==> src/rtl/mul_pkg.sv <==
// Shared types and defaults for the multiplier operand sequencer (mul_operand_seq).
package mul_pkg;

  localparam int MUL_WIDTH          = 16;
  localparam int MUL_TIMEOUT_CYCLES = 64;

  typedef enum logic [1:0] {
    IDLE   = 2'd0,
    LOAD_A = 2'd1,
    FEED_B = 2'd2,
    HOLD   = 2'd3
  } mul_state_e;

  typedef struct packed {
    logic [MUL_WIDTH-1:0] a;
    logic [MUL_WIDTH-1:0] b;
  } op_pair_t;

endpackage

==> src/rtl/mul_seq_fifo.sv <==
// Two-entry synchronous FIFO; flags come straight from the registered count,
// so a pop never frees a slot for a push in the same cycle.
module mul_seq_fifo
  import mul_pkg::*;
#(
  parameter int DW = 2 * MUL_WIDTH
) (
  input  logic          clk,
  input  logic          rst_n,
  input  logic          push,
  input  logic          pop,
  input  logic [DW-1:0] wr_data,
  output logic [DW-1:0] rd_data,
  output logic          full,
  output logic          empty
);

  logic [DW-1:0] mem_r [2];
  logic          wr_ptr_r;
  logic          rd_ptr_r;
  logic [1:0]    count_r;
  logic          do_push_s;
  logic          do_pop_s;

  assign full      = (count_r == 2'd2);
  assign empty     = (count_r == 2'd0);
  assign do_push_s = push && !full;
  assign do_pop_s  = pop && !empty;
  assign rd_data   = mem_r[rd_ptr_r];

  // Storage, pointers and occupancy count.
  always_ff @(posedge clk or negedge rst_n) begin
    if (!rst_n) begin
      mem_r[0] <= '0;
      mem_r[1] <= '0;
      wr_ptr_r <= 1'b0;
      rd_ptr_r <= 1'b0;
      count_r  <= 2'd0;
    end else begin
      if (do_push_s) begin
        mem_r[wr_ptr_r] <= wr_data;
        wr_ptr_r        <= ~wr_ptr_r;
      end
      if (do_pop_s) begin
        rd_ptr_r <= ~rd_ptr_r;
      end
      case ({do_push_s, do_pop_s})
        2'b10:   count_r <= count_r + 2'd1;
        2'b01:   count_r <= count_r - 2'd1;
        default: count_r <= count_r;
      endcase
    end
  end

endmodule

==> src/rtl/mul_operand_seq.sv <==
// Operand sequencer in front of the sequential multiplier: buffers operand pairs,
// drives A then B on the shared bus, captures the product. Optional watchdog: MUL_SEQ_TIMEOUT_EN.
module mul_operand_seq
  import mul_pkg::*;
#(
  parameter int WIDTH          = MUL_WIDTH,
  parameter int TIMEOUT_CYCLES = MUL_TIMEOUT_CYCLES
) (
  input  logic             clk,
  input  logic             rst_n,
  input  logic             op_valid,
  output logic             op_ready,
  input  logic [WIDTH-1:0] op_a,
  input  logic [WIDTH-1:0] op_b,
  output logic [WIDTH-1:0] mul_data_in,
  output logic             mul_start,
  input  logic             mul_done,
  input  logic [WIDTH-1:0] mul_data_out,
  output logic             res_valid,
  input  logic             res_ready,
  output logic [WIDTH-1:0] res_data,
  output logic             res_err,
  output logic             busy
);

  mul_state_e           state_r;
  mul_state_e           state_nx_s;
  logic                 pop_s;
  logic                 fifo_full_s;
  logic                 fifo_empty_s;
  logic [2*WIDTH-1:0]   head_s;
  logic [WIDTH-1:0]     cur_b_r;
  logic                 timeout_s;

  if (TIMEOUT_CYCLES < 1) begin : g_timeout_chk
    $error("TIMEOUT_CYCLES must be at least 1");
  end

  assign op_ready = !fifo_full_s;

  mul_seq_fifo #(.DW(2 * WIDTH)) u_fifo (
    .clk     (clk),
    .rst_n   (rst_n),
    .push    (op_valid),
    .pop     (pop_s),
    .wr_data ({op_a, op_b}),
    .rd_data (head_s),
    .full    (fifo_full_s),
    .empty   (fifo_empty_s)
  );

  // FSM state register.
  always_ff @(posedge clk or negedge rst_n) begin
    if (!rst_n) begin
      state_r <= IDLE;
    end else begin
      state_r <= state_nx_s;
    end
  end

  // Next-state and FIFO pop decode; HOLD may pop directly into the next operation.
  always_comb begin
    state_nx_s = state_r;
    pop_s      = 1'b0;
    case (state_r)
      IDLE: begin
        if (!fifo_empty_s) begin
          state_nx_s = LOAD_A;
          pop_s      = 1'b1;
        end else begin
          state_nx_s = IDLE;
        end
      end
      LOAD_A: state_nx_s = FEED_B;
      FEED_B: begin
        if (mul_done || timeout_s) begin
          state_nx_s = HOLD;
        end else begin
          state_nx_s = FEED_B;
        end
      end
      HOLD: begin
        if (res_ready) begin
          if (!fifo_empty_s) begin
            state_nx_s = LOAD_A;
            pop_s      = 1'b1;
          end else begin
            state_nx_s = IDLE;
          end
        end else begin
          state_nx_s = HOLD;
        end
      end
      default: state_nx_s = IDLE;
    endcase
  end

  // Registered outputs decoded from the next state; the bus keeps its last value outside LOAD_A/FEED_B.
  always_ff @(posedge clk or negedge rst_n) begin
    if (!rst_n) begin
      mul_start   <= 1'b0;
      mul_data_in <= '0;
      cur_b_r     <= '0;
      res_valid   <= 1'b0;
      res_data    <= '0;
      busy        <= 1'b0;
    end else begin
      mul_start <= (state_nx_s == LOAD_A);
      res_valid <= (state_nx_s == HOLD);
      busy      <= (state_nx_s != IDLE);
      if (pop_s) begin
        mul_data_in <= head_s[2*WIDTH-1:WIDTH];
        cur_b_r     <= head_s[WIDTH-1:0];
      end else if (state_r == LOAD_A) begin
        mul_data_in <= cur_b_r;
      end
      if ((state_r == FEED_B) && mul_done) begin
        res_data <= mul_data_out;
      end else if (timeout_s) begin
        res_data <= '0;
      end
    end
  end

`ifdef MUL_SEQ_TIMEOUT_EN
  localparam int CNT_W = $clog2(TIMEOUT_CYCLES + 1);

  logic [CNT_W-1:0] to_cnt_r;

  // The last FEED_B cycle without mul_done aborts the operation.
  assign timeout_s = (state_r == FEED_B) && !mul_done &&
                     (to_cnt_r == CNT_W'(TIMEOUT_CYCLES - 1));

  // Watchdog counter and error flag.
  always_ff @(posedge clk or negedge rst_n) begin
    if (!rst_n) begin
      to_cnt_r <= '0;
      res_err  <= 1'b0;
    end else begin
      if (state_r == LOAD_A) begin
        to_cnt_r <= '0;
      end else if (state_r == FEED_B) begin
        to_cnt_r <= to_cnt_r + CNT_W'(1);
      end
      if ((state_r == FEED_B) && mul_done) begin
        res_err <= 1'b0;
      end else if (timeout_s) begin
        res_err <= 1'b1;
      end
    end
  end
`else
  assign timeout_s = 1'b0;
  assign res_err   = 1'b0;
`endif

endmodule

==> config.mk <==
export PLATFORM = sky130hd
export DESIGN_NAME = mul_operand_seq
export DESIGN_NICKNAME = d
export VERILOG_FILES = /design/src/rtl/mul_pkg.sv /design/src/rtl/mul_seq_fifo.sv /design/src/rtl/mul_operand_seq.sv
export SDC_FILE = /design/constraint.sdc
export NUM_CORES = 1
export LEC_CHECK = 0
export CAP_MARGIN = 20
export CORE_MARGIN = 5
export CORE_UTILIZATION = 45
export CTS_CLUSTER_DIAMETER = 100
export DETAILED_ROUTE_END_ITERATION = 8
export PLACE_DENSITY = 0.67
export SYNTH_ARGS = -nofsm -noshare
export SYNTH_HDL_FRONTEND = slang
export SYNTH_SLANG_ARGS = --single-unit
==> constraint.sdc <==
create_clock -name clk -period 4.6 [get_ports clk]
set_input_delay 0.46 -clock clk [delete_from_list [all_inputs] [get_ports clk]]
set_output_delay 0.46 -clock clk [all_outputs]
set_load 0.01 [all_outputs]
======== After elaboration in Yosys (flattened, before gate mapping) ========
Cells that the tools add are included.
cells by class
  $lt $le $gt $ge ......................... 3
  multiplexer cells ....................... 16
  equal/unequal tests ..................... 8
  bitwise gates (word level) .............. 4
  reductions and logical operators ........ 11
  $add $sub $neg .......................... 2
operators with widths
  kind                 count
  $mux 32              4
  $bwmux 64            1
  $demux 32 s1         1
  $mux 16              2
  $eq 2x2->1 const B   5
  $pmux 2 s4           1
  $eq 2x1->1 const B   3
  $reduce_bool 2->1    3
  $ge 2x2->1 const B   2
  $logic_and 1x1->1    4
  $logic_not 2->1      2
  $mux 1               4
  $not 1->2            2
  $pmux 2 s2           1
  $add 2x1->2 const B  1
  $logic_not 1->1      2
  $lt 2x1->1 const B   1
  $mux 2               1
  $not 1->1            2
  $pmux 1 s2           1
  $sub 2x1->2 const B  1
word-level totals
  register bits after elaboration ......... 121
  output and inout bits ................... 37

======== Logic depth before layout (Yosys ltp) ========
  depth after elaboration ................. 7
  depth in mapped cells ................... 9
  mapped depth without buffers ............ 8

======== Modules after synthesis ========
From an unflattened synthesis, not the netlist that was laid out.
unflattened totals
  cell total of the unflattened synthesis .. 337
  area total of the unflattened synthesis .. 5,311.3 um^2
modules (own cells, without submodules)
  module           sequential area each (um^2)  instances  cells an instance  area an instance (um^2)
  mul_seq_fifo     1,701.6                      1          189                3,001.6
  mul_operand_seq  1,326.3                      1          148                2,309.7

======== Least setup slack after synthesis ========
Ideal clock, no wire load.
  kind .................................... register to register
  from .................................... register state_r[0]
  to ...................................... register u_fifo.count_r[1]
  period minus slack after synthesis ...... 1.909 ns
  path buffers ............................ 1
  data arrival time ....................... 1.830 ns
  setup slack ............................. 2.691 ns
  cell stages (with the launch flop) ...... 8
  data required time ...................... 4.521 ns
  cells stage by stage .................... dfrtp_1 inv_1 ha_1 nor3_4 buf_6 ha_1 nor2_1 xor2_1
between the ends
  longest elaborated chain between the ends .. 5
  elaborated cells on any way between the ends .. 8
  classes of those cells .................. 3 x eq/ne; 2 x mux; 3 x reduce/logical
RTL lines
  element                                                 line                   RTL
  start, declared                                         mul_operand_seq.sv:26  mul_state_e state_r;
  start signal, assigned                                  mul_operand_seq.sv:57  state_r <= state_nx_s;
  $eq 2x2->1 / $logic_not 2->1 (equally long branches)    mul_operand_seq.sv:65  case (state_r)
  $pmux 1 s2 (*)                                          mul_operand_seq.sv:65
  $logic_and 1x1->1 (*)                                   mul_seq_fifo.sv:28     assign do_pop_s = pop && !empty;
  named net u_fifo.do_pop_s                               mul_seq_fifo.sv:23     logic do_pop_s;
  $eq 2x1->1 / $eq 2x2->1 (equally long branches)         mul_seq_fifo.sv:47     case ({do_push_s, do_pop_s})
  $pmux 2 s2 / $reduce_bool 2->1 (equally long branches)  --
  end signal, assigned                                    mul_seq_fifo.sv:48     2'b10: count_r <= count_r + 2'd1;
  end signal, assigned                                    mul_seq_fifo.sv:49     2'b01: count_r <= count_r - 2'd1;
  end signal, assigned                                    mul_seq_fifo.sv:50     default: count_r <= count_r;
  end, declared                                           mul_seq_fifo.sv:21     logic [1:0] count_r;
Mark *: on every way through the listed nets, which the timed path passes. The rest lies on a longest branch.
A chain may end at the register's enable or synchronous reset.

======== Worst setup path in the final report ========
  from .................................... register state_r[1]
  to ...................................... register cur_b_r[13]
between the ends
  longest elaborated chain between the ends .. 2
  elaborated cells on any way between the ends .. 3
  classes of those cells .................. 1 x eq/ne; 1 x mux; 1 x reduce/logical
RTL lines
  element                                               line                    RTL
  $eq 2x2->1 / $logic_not 2->1 (equally long branches)  mul_operand_seq.sv:65
  $pmux 1 s2 (*)                                        mul_operand_seq.sv:65
  end signal, assigned                                  mul_operand_seq.sv:113  cur_b_r <= head_s[WIDTH-1:0];
  end, declared                                         mul_operand_seq.sv:32   logic [WIDTH-1:0] cur_b_r;
Every way passes the cells marked *; elsewhere a longest branch is shown, timed or not.

==> run metrics <==
Least-Margin Pin Slew=0.9482 ns; Area Growth Syn to Fin=29.94%; DP Area=6233 um2; worst skew pair latency=0.40 ns; post-DP HPWL=6614 um; status=completed; critical path type=reg -> reg; CTS Hold Bufs=0; largest cells by area after synthesis=dfrtp_1, mux2_2, mux2i_1, mux2_4, ha_1; Fillers=889; global-route wire length before repair=17,150 um; relative slew slack=36.79%; Final Max Slew Viols=0; largest family of logic cells by synthesized area=multiplexers; Peak Freq=0.4723 GHz; Routed WL per cell=17.45 um; Die X-Extent=118.3 um; area share of the largest cell type after synthesis=57.37%; CTS tree=done; Hold Slack=0.01912 ns; synthesized-area fraction occupied by and/or/nand/nor cells=1.754%; H-tree lvl count=4; Final Wtd Congestion=0.7280; fin crit period=2.117 ns; Final Hold Viols=0; Sink Count=121; Unique masters post-synth=28; Cell Pwr Density=784.1 nW/um2; Port-buffer cells=88; Mapped Nets=391; starting density of the core=46.02%; commonest non-fill, non-tap cell in the layout=dfrtp_1; GRT Residual Overflow=0; TNS Setup=0 ns; die height=118.3 um; Residual DRC=0; antenna-violating nets left=0; Worst EP required=4.88 ns; share of cells above drive strength 1=34.17%; adder-cell share of the synthesized area=1.422%; Site Rows=39; GRT Total Usage=15.41%; FF+latch count, synth=121; Antenna Cells=0; Vias/cell=5.103; Seq/Total Area, Yosys=57.37%; largest net degree at the start of global routing=45; crit path launch type=flip-flop; Layout Cells excl Fill=582; Setup Skew=0.007250 ns; clock buffer depth=2; Vias=2,970; CTS resizes=0; Leak Pwr=2.973 nW; final instance area=6858 um2; Synth Area in XOR/XNOR=0.8298%; Warnings, synthesis=0; postcts setup bufs=0; post-synthesis compound-gate area fraction=0.6638%; WL final=10,160 um; CP Capture Type=flip-flop; HP Class=in -> async; peak fanout along the critical path=33; Max-Cap Viols=0; 1st-pass router iterations=4; final number of setup-violating endpoints=0; Max IR drop VDD=0.4022 mV; mapped cell area=5278 um2; Post-Syn Instances=332; Root Driver=clkbuf_16; core area=11,470 um2; Nets=485; largest area contributor in the netlist=dfrtp_1; antenna violations before repair=0; final core utilization=59.80%; die area=13,990 um2; TritonCTS buffer count=17; most frequent cells in the layout=dfrtp_1, clkdlybuf4s50_1, mux2_2, mux2i_1, mux2_4; vias in the first global route=3,362; CP arrival=2.40 ns; placed cells=549; IO Pins=90; syn avg cell area=15.90 um2; mux contribution to synthesized area=35.14%; DRT iter0 DRCs=85; Tcrit/Tclk final=46.03%; RSZ-0062 raised after global routing=no; clock slew at reported path FFs=0.06 ns
synth_stat cells:
cell type  count
dfrtp_1      121
mux2_2        76
mux2i_1       48
mux2_4        30
buf_2          8
buf_6          6
ha_1           6
mux2_1         6
buf_4          3
inv_1          3
nor2_1         3
xnor2_1        3
a211oi_1       2
nand2_1        2
xor2_1         2
a21oi_1        1
a221oi_1       1
a31oi_1        1
and2_1         1
and3b_1        1
clkbuf_1       1
conb_1         1
nand2b_1       1
nand2b_4       1
nand3_2        1
nor2b_1        1
nor3_4         1
or2_2          1
registers in the layout (all words and copies together) (netlist names):
| name | count |
|---|---|
| mul_start | 1 |
| u_fifo.mem_r | 64 |
| state_r | 2 |
| res_valid | 1 |
| mul_data_in | 16 |
| cur_b_r | 16 |
| busy | 1 |
| u_fifo.count_r | 2 |
| u_fifo.wr_ptr_r | 1 |
| u_fifo.rd_ptr_r | 1 |
| res_data | 16 |
per-layer routing:
metal | share of wire, % | track usage [%] | wire length, um | vias up
met5 | 0 | 0 | 0 | -
met4 | 1.2 | 4.946 | 118 | 0
met3 | 6.9 | 7.211 | 699 | 11
met2 | 48 | 24.16 | 4838 | 75
met1 | 44 | 18.96 | 4502 | 1516
li1 | - | - | - | 1368
final timing paths:
kind / start / endpoint / cells past startpoint / slack (ns)
max: state_r[1] / cur_b_r[13] / 5 / 2.48
min: rst_n / cur_b_r[1] / 1 / 0.02
max reg2reg: state_r[1] / cur_b_r[13] / 5 / 2.48
min reg2reg: u_fifo.mem_r[7] / u_fifo.mem_r[7] / 1 / 0.49
max in group asynchronous: rst_n / u_fifo.rd_ptr_r / 2 / 3.59
min in group clk: u_fifo.mem_r[7] / u_fifo.mem_r[7] / 1 / 0.49
worst max-delay path: stages (launching register included):
cell,delay (ns)
dfrtp_1,0.43
inv_1,0.12
ha_1,0.32
nor3_4,0.20
buf_4,0.50
mux2_2,0.41
report_power, final:
part	switching (mW)	internal, mW
clock network	0.464	0.874
registers	0.370	1.63
logic	0.758	1.28
layout make-up:
class / count / area, um2 / share of cell area [%]
Tap cell: 143 / 178.9 / 2.609
Multi-Input combinational cell: 190 / 2106 / 30.71
Inverter: 3 / 11.26 / 0.1642
Clock inverter: 13 / 151.4 / 2.208
Sequential cell: 121 / 3029 / 44.17
Timing Repair Buffer: 93 / 928.4 / 13.54
Clock buffer: 19 / 452.9 / 6.605
metrics by stage:
stage | worst slack (ns) | power [mW]
after floorplan | 2.691 | 3.411
after global placement | 2.087 | 4.005
after detailed placement | 2.055 | 4.078
after CTS | 2.439 | 5.451
after global routing | 2.385 | 5.719
final | 2.483 | 5.377
cell families after synthesis:
logic type               after synthesis
AO/OA/AOI/OAI                          5
XOR/XNOR                               5
adder cells (fa/ha/maj)                6
buffers and inverters                 21
flip-flops                           121
multiplexers                         160
other                                  1
AND/OR/NAND/NOR                       13
Power figures use the tool's default switching activity.
